===== src/rtl/spy_tdc_pkg.sv =====
// Shared types and helpers for the spy_tdc time-to-digital sampler.
// Optional bubble filter is enabled by defining SPY_TDC_BUBBLE_FIX_EN.
package spy_tdc_pkg;

    typedef enum logic [2:0] {
        ST_IDLE,
        ST_LAUNCH,
        ST_CAPTURE,
        ST_ACCUM,
        ST_DONE
    } state_t;

    // Bits needed to hold a reading in 0..taps.
    function automatic int cnt_width(input int taps);
        return $clog2(taps + 1);
    endfunction

    // Cell i has seen i+1 inversions, so even taps are inverted relative to launch.
    function automatic logic tap_mask_bit(input int idx);
        return ((idx % 2) == 0);
    endfunction

endpackage


===== src/rtl/spy_tdc_decode.sv =====
// Normalises a captured tap vector and counts the prefix matching the launch level.
// Latency: combinational. Backpressure: none.
// With SPY_TDC_BUBBLE_FIX_EN a 3-tap majority filter removes single-tap bubbles first.
module spy_tdc_decode
    import spy_tdc_pkg::*;
#(
    parameter int TAPS  = 50,
    parameter int CNT_W = cnt_width(TAPS)
) (
    input  logic [TAPS-1:0]  tap_dat,
    input  logic             launch_lvl,
    output logic [CNT_W-1:0] reading
);

    logic [TAPS-1:0] norm;
    logic [TAPS-1:0] dec;

    always_comb begin
        norm = '0;
        for (int i = 0; i < TAPS; i++) begin
            norm[i] = tap_dat[i] ^ tap_mask_bit(i);
        end
    end

`ifdef SPY_TDC_BUBBLE_FIX_EN
    // At the ends the missing neighbour equals the tap itself, so the majority is the tap.
    always_comb begin
        dec           = norm;
        dec[0]        = norm[0];
        dec[TAPS-1]   = norm[TAPS-1];
        for (int i = 1; i < TAPS - 1; i++) begin
            dec[i] = (norm[i-1] & norm[i]) | (norm[i-1] & norm[i+1]) | (norm[i] & norm[i+1]);
        end
    end
`else
    assign dec = norm;
`endif

    always_comb begin
        logic in_prefix;
        reading   = '0;
        in_prefix = 1'b1;
        for (int i = 0; i < TAPS; i++) begin
            if (in_prefix && (dec[i] == launch_lvl)) begin
                reading = reading + CNT_W'(1);
            end else begin
                in_prefix = 1'b0;
            end
        end
    end

endmodule


===== src/rtl/spy_tdc_delay_cell.sv =====
// Single inverting delay cell; kept through synthesis so the chain length is preserved.
// Latency: combinational. Backpressure: none.
// Used by spy_tdc_sampler as one link of the delay chain.
module spy_tdc_delay_cell (
    input  logic a,
    output logic y
);

    (* keep = "true", dont_touch = "true" *) logic inv_out;

    assign inv_out = ~a;
    assign y       = inv_out;

endmodule


===== src/rtl/spy_tdc_sampler.sv =====
// Delay-chain TDC: launch, capture, decode and accumulate N samples, then present sum and last reading.
// Latency: 3 cycles per sample, 3*N cycles from accept to res_valid.
// Backpressure: result held in DONE until res_valid & res_ready; start ignored outside IDLE. Macro: SPY_TDC_BUBBLE_FIX_EN.
module spy_tdc_sampler
    import spy_tdc_pkg::*;
#(
    parameter int TAPS   = 50,
    parameter int SAMP_W = 8,
    parameter int CNT_W  = cnt_width(TAPS),
    parameter int ACC_W  = CNT_W + SAMP_W
) (
    input  logic              clk,
    input  logic              rst,
    input  logic              start,
    input  logic [SAMP_W-1:0] n_samples,
    output logic              busy,
    output logic              res_valid,
    input  logic              res_ready,
    output logic [ACC_W-1:0]  res_sum,
    output logic [CNT_W-1:0]  res_last,
    output logic [TAPS-1:0]   taps_dbg
);

    state_t             state_q,  state_d;
    logic               launch_q, launch_d;
    logic [TAPS-1:0]    tap_q,    tap_d;
    logic [ACC_W-1:0]   acc_q,    acc_d;
    logic [CNT_W-1:0]   last_q,   last_d;
    logic [SAMP_W-1:0]  cnt_q,    cnt_d;
    logic [SAMP_W-1:0]  nsamp_q,  nsamp_d;

    logic [TAPS-1:0]    chain_out;
    logic [CNT_W-1:0]   reading;
    logic [SAMP_W:0]    cnt_inc;

    // Each cell is its own net so the chain is a straight line, not a self-referencing vector.
    for (genvar g = 0; g < TAPS; g++) begin : g_cell
        logic cell_in;
        logic cell_out;
        if (g == 0) begin : g_first
            assign cell_in = launch_q;
        end else begin : g_next
            assign cell_in = g_cell[g-1].cell_out;
        end
        spy_tdc_delay_cell u_cell (
            .a (cell_in),
            .y (cell_out)
        );
        assign chain_out[g] = cell_out;
    end

    spy_tdc_decode #(
        .TAPS  (TAPS),
        .CNT_W (CNT_W)
    ) u_decode (
        .tap_dat    (tap_q),
        .launch_lvl (launch_q),
        .reading    (reading)
    );

    assign cnt_inc = {1'b0, cnt_q} + (SAMP_W + 1)'(1);

    always_comb begin
        state_d  = state_q;
        launch_d = launch_q;
        tap_d    = tap_q;
        acc_d    = acc_q;
        last_d   = last_q;
        cnt_d    = cnt_q;
        nsamp_d  = nsamp_q;
        case (state_q)
            ST_IDLE: begin
                if (start) begin
                    nsamp_d = (n_samples == '0) ? SAMP_W'(1) : n_samples;
                    acc_d   = '0;
                    cnt_d   = '0;
                    state_d = ST_LAUNCH;
                end
            end
            ST_LAUNCH: begin
                launch_d = ~launch_q;
                state_d  = ST_CAPTURE;
            end
            ST_CAPTURE: begin
                tap_d   = chain_out;
                state_d = ST_ACCUM;
            end
            ST_ACCUM: begin
                acc_d   = acc_q + ACC_W'(reading);
                last_d  = reading;
                cnt_d   = cnt_inc[SAMP_W-1:0];
                state_d = (cnt_inc == {1'b0, nsamp_q}) ? ST_DONE : ST_LAUNCH;
            end
            ST_DONE: begin
                if (res_ready) begin
                    state_d = ST_IDLE;
                end
            end
            default: state_d = ST_IDLE;
        endcase
    end

    always_ff @(posedge clk) begin
        if (rst) begin
            state_q  <= ST_IDLE;
            launch_q <= 1'b0;
            tap_q    <= '0;
            acc_q    <= '0;
            last_q   <= '0;
            cnt_q    <= '0;
            nsamp_q  <= '0;
        end else begin
            state_q  <= state_d;
            launch_q <= launch_d;
            tap_q    <= tap_d;
            acc_q    <= acc_d;
            last_q   <= last_d;
            cnt_q    <= cnt_d;
            nsamp_q  <= nsamp_d;
        end
    end

    assign busy      = (state_q != ST_IDLE);
    assign res_valid = (state_q == ST_DONE);
    assign res_sum   = acc_q;
    assign res_last  = last_q;
    assign taps_dbg  = tap_q;

endmodule

===== config.mk =====
export PLATFORM = sky130hd
export DESIGN_NAME = spy_tdc_sampler
export DESIGN_NICKNAME = d
export VERILOG_FILES = /design/src/rtl/spy_tdc_pkg.sv /design/src/rtl/spy_tdc_decode.sv /design/src/rtl/spy_tdc_delay_cell.sv /design/src/rtl/spy_tdc_sampler.sv
export SDC_FILE = /design/constraint.sdc
export NUM_CORES = 1
export LEC_CHECK = 0
export CELL_PAD_IN_SITES_DETAIL_PLACEMENT = 1
export CELL_PAD_IN_SITES_GLOBAL_PLACEMENT = 1
export CORE_MARGIN = 2
export CORE_UTILIZATION = 35
export DETAILED_ROUTE_END_ITERATION = 7
export HOLD_SLACK_MARGIN = 0.06
export PLACE_DENSITY = 0.89
export SYNTH_ARGS = -nofsm -noshare
export SYNTH_HDL_FRONTEND = slang
export SYNTH_SLANG_ARGS = --single-unit

===== constraint.sdc =====
create_clock -name clk -period 4.1 [get_ports clk]
set_input_delay 0.615 -clock clk [delete_from_list [all_inputs] [get_ports clk]]
set_output_delay 0.615 -clock clk [all_outputs]
set_load 0.05 [all_outputs]

==> flow_summary.yaml <==
floorplan:
  core.rowCount: 31
  dieWidth_um: 89.5
  die_y_um: 89.5
  dieArea_um2: 8010
  ios: 84
  start_util: 0.357
  core_region_area_um2: 7180
route:
  drt_wl_total_um: 6570
  vias_per_cell: 5.10
  vias: 2293
  first_pass_iters: 4
  wire_per_inst_um: 14.6
  ant_nets: 0
  route.detailed.drc: 0
  drt_iter0_drc: 77
sta:
  slew_headroom: 0.451
  fin_ws_ps: 723
  worstMarginPinSlew_ps: 822
  finalSetupViolations: 0
  max_freq_ghz: 0.296
  min_period_ps: 3380
  whs_ps: 475
  tns_ps: 0
  finalClockSkew_ps: 8.99
  hold_viol: 0
  drv_slew: 0
  final.period_utilization: 0.824
  rsz0062_at_grt: "false"
pwr:
  comb_power_share: 0.356
  ir_worst_vdd_mv: 0.114
  power.density_nw_per_um2: 356
  p_switching_w: 0.000447
  clkPwrFrac: 0.261
  p_seq_frac: 0.384
  p_int_w: 0.000688
  sw_frac_of_total: 0.394
  p_leak_nw: 1.13
finish:
  antenna_cells: 0
  synthToLayoutAreaGrowth_pct: 24.5
  drive_above_1_share: 0.0570
  final_nets: 372
placement:
  place_hpwl_um: 4810
  dp_slack_ps: 763
  port_buffers: 83
  gp_congestion: 0.895
worst_setup_path:
  criticalPathCategory: "flop to flop"
  rr_worst_depth: 10
  crit_start: "taps_dbg[48]"
  timing.rr.start: "taps_dbg[48]"
  cp_max_fo: 31
  critical_path_required_ps: 4340
  worstReg2RegEnd: "res_sum[13]"
  cp_data_arrival_time_ps: 3620
  crit_path_start_kind: "flop"
  worst-r2r-setup-slack_ps: 720
  endpoint_kind: "flop"
cts:
  cts_tree: "yes"
  root_buffer: "clkbuf_8"
  clock_latency_ps: 300
  clock_path_buffers: 2
  cts_buffers: 5
  cts-resized-gates: 0
  cts_hold_buf: 0
  htreeDepth: 2
  clock-sinks: 40
  clk_pin_slew_worst_paths_ps: 80
  postCtsSetupBuffers: 0
global_route:
  grt_pass1_vias: 2184
  grt_max_degree: 32
  grt_overflow: 0
  antenna_found_initial: 0
  gr-usage-all-layers: 0.166
  grt_pass1_wl_um: 10300
min_path:
  hold_class: "flop to flop"
  whs_endpoint: "nsamp_q[5]"
  whs_path_depth: 2
  hp-start: "nsamp_q[5]"
synthesis:
  synthesis.area_um2: 2560
  syn_avg_cell_area_um2: 7.90
  synth_nets: 345
  synth_warnings: 0
  syn_inst: 324
run_status:
  status: "finished clean"
job:
  max_cap_viol_count: 0
-- final cells by class --
type                            instances  area [um2]
Clock buffer                            7        96.3
Sequential cell                        40         801
Timing Repair Buffer                   85         846
Inverter                                7        26.3
Fill cell                             874        3990
Multi-Input combinational cell        212        1290
Tap cell                               99         124
-- state kept, by name (all words and copies together) (netlist names) --
signal          count
res_last            4
res_sum            14
g_cell.cell_in      1
state_q             3
cnt_q               8
taps_dbg            2
nsamp_q             8
-- layout by cell type, fill, tap and decap left out, drive strengths merged, types with 3 or more instances in the layout --
cell type / n
clkdlybuf4s50: 83
dfxtp: 40
nor2: 34
nand2: 31
a21oi: 29
xnor2: 14
nand3: 14
o21ai: 11
ha: 8
inv: 7
nor3: 7
clkbuf: 7
nand4: 5
o21a: 5
or3: 5
and3: 4
a31oi: 4
nand3b: 3
a211oi: 3
or4: 3
-- per-layer routing --
layer,vias up,track usage,wire length (um)
li1,1119,-,-
met4,0,0.0502,91
met1,1088,0.198,2960
met5,-,0,0
met2,77,0.295,3120
met3,9,0.0360,401
-- power by group through the flow --
stage / Sequential [W] / Combinational (W) / Clock [W]
after floorplan: 0.000443 / 0.000334 / 0
after global placement: 0.000442 / 0.000396 / 0
after detailed placement: 0.000445 / 0.000406 / 0
after CTS: 0.000436 / 0.000407 / 0.000304
after global routing: 0.000439 / 0.000427 / 0.000320
final: 0.000435 / 0.000403 / 0.000296
-- critical path: stages, from the launching register on --
cell	delay, ps
dfxtp_1	860
nor2_1	160
a21oi_1	300
inv_1	180
ha_1	260
ha_1	310
o21ai_0	160
o21ai_1	430
nand4_1	210
or2_2	320
a21oi_1	130
-- metrics by stage --
stage          power, W  instances   util  cell area, um2
3_3_place_gp   0.000839        443  0.431            3090
2_1_floorplan  0.000777        324      -            2560
6_report        0.00113        450  0.444            3190
3_5_place_dp   0.000851        443  0.431            3090
5_1_grt         0.00119        450  0.444            3190
4_1_cts         0.00115        450  0.444            3190
-- worst max path at each step --
stage	to	slack [ps]	cells past startpoint
5_1_grt	res_sum[11]	440	10
3_5_place_dp	res_sum[13]	760	10
2_1_floorplan	res_sum[13]	840	11
4_1_cts	res_sum[11]	720	10
3_3_place_gp	res_sum[13]	1080	10
6_report	res_sum[13]	720	10
Note: power is estimated with default switching activity, not from simulation.
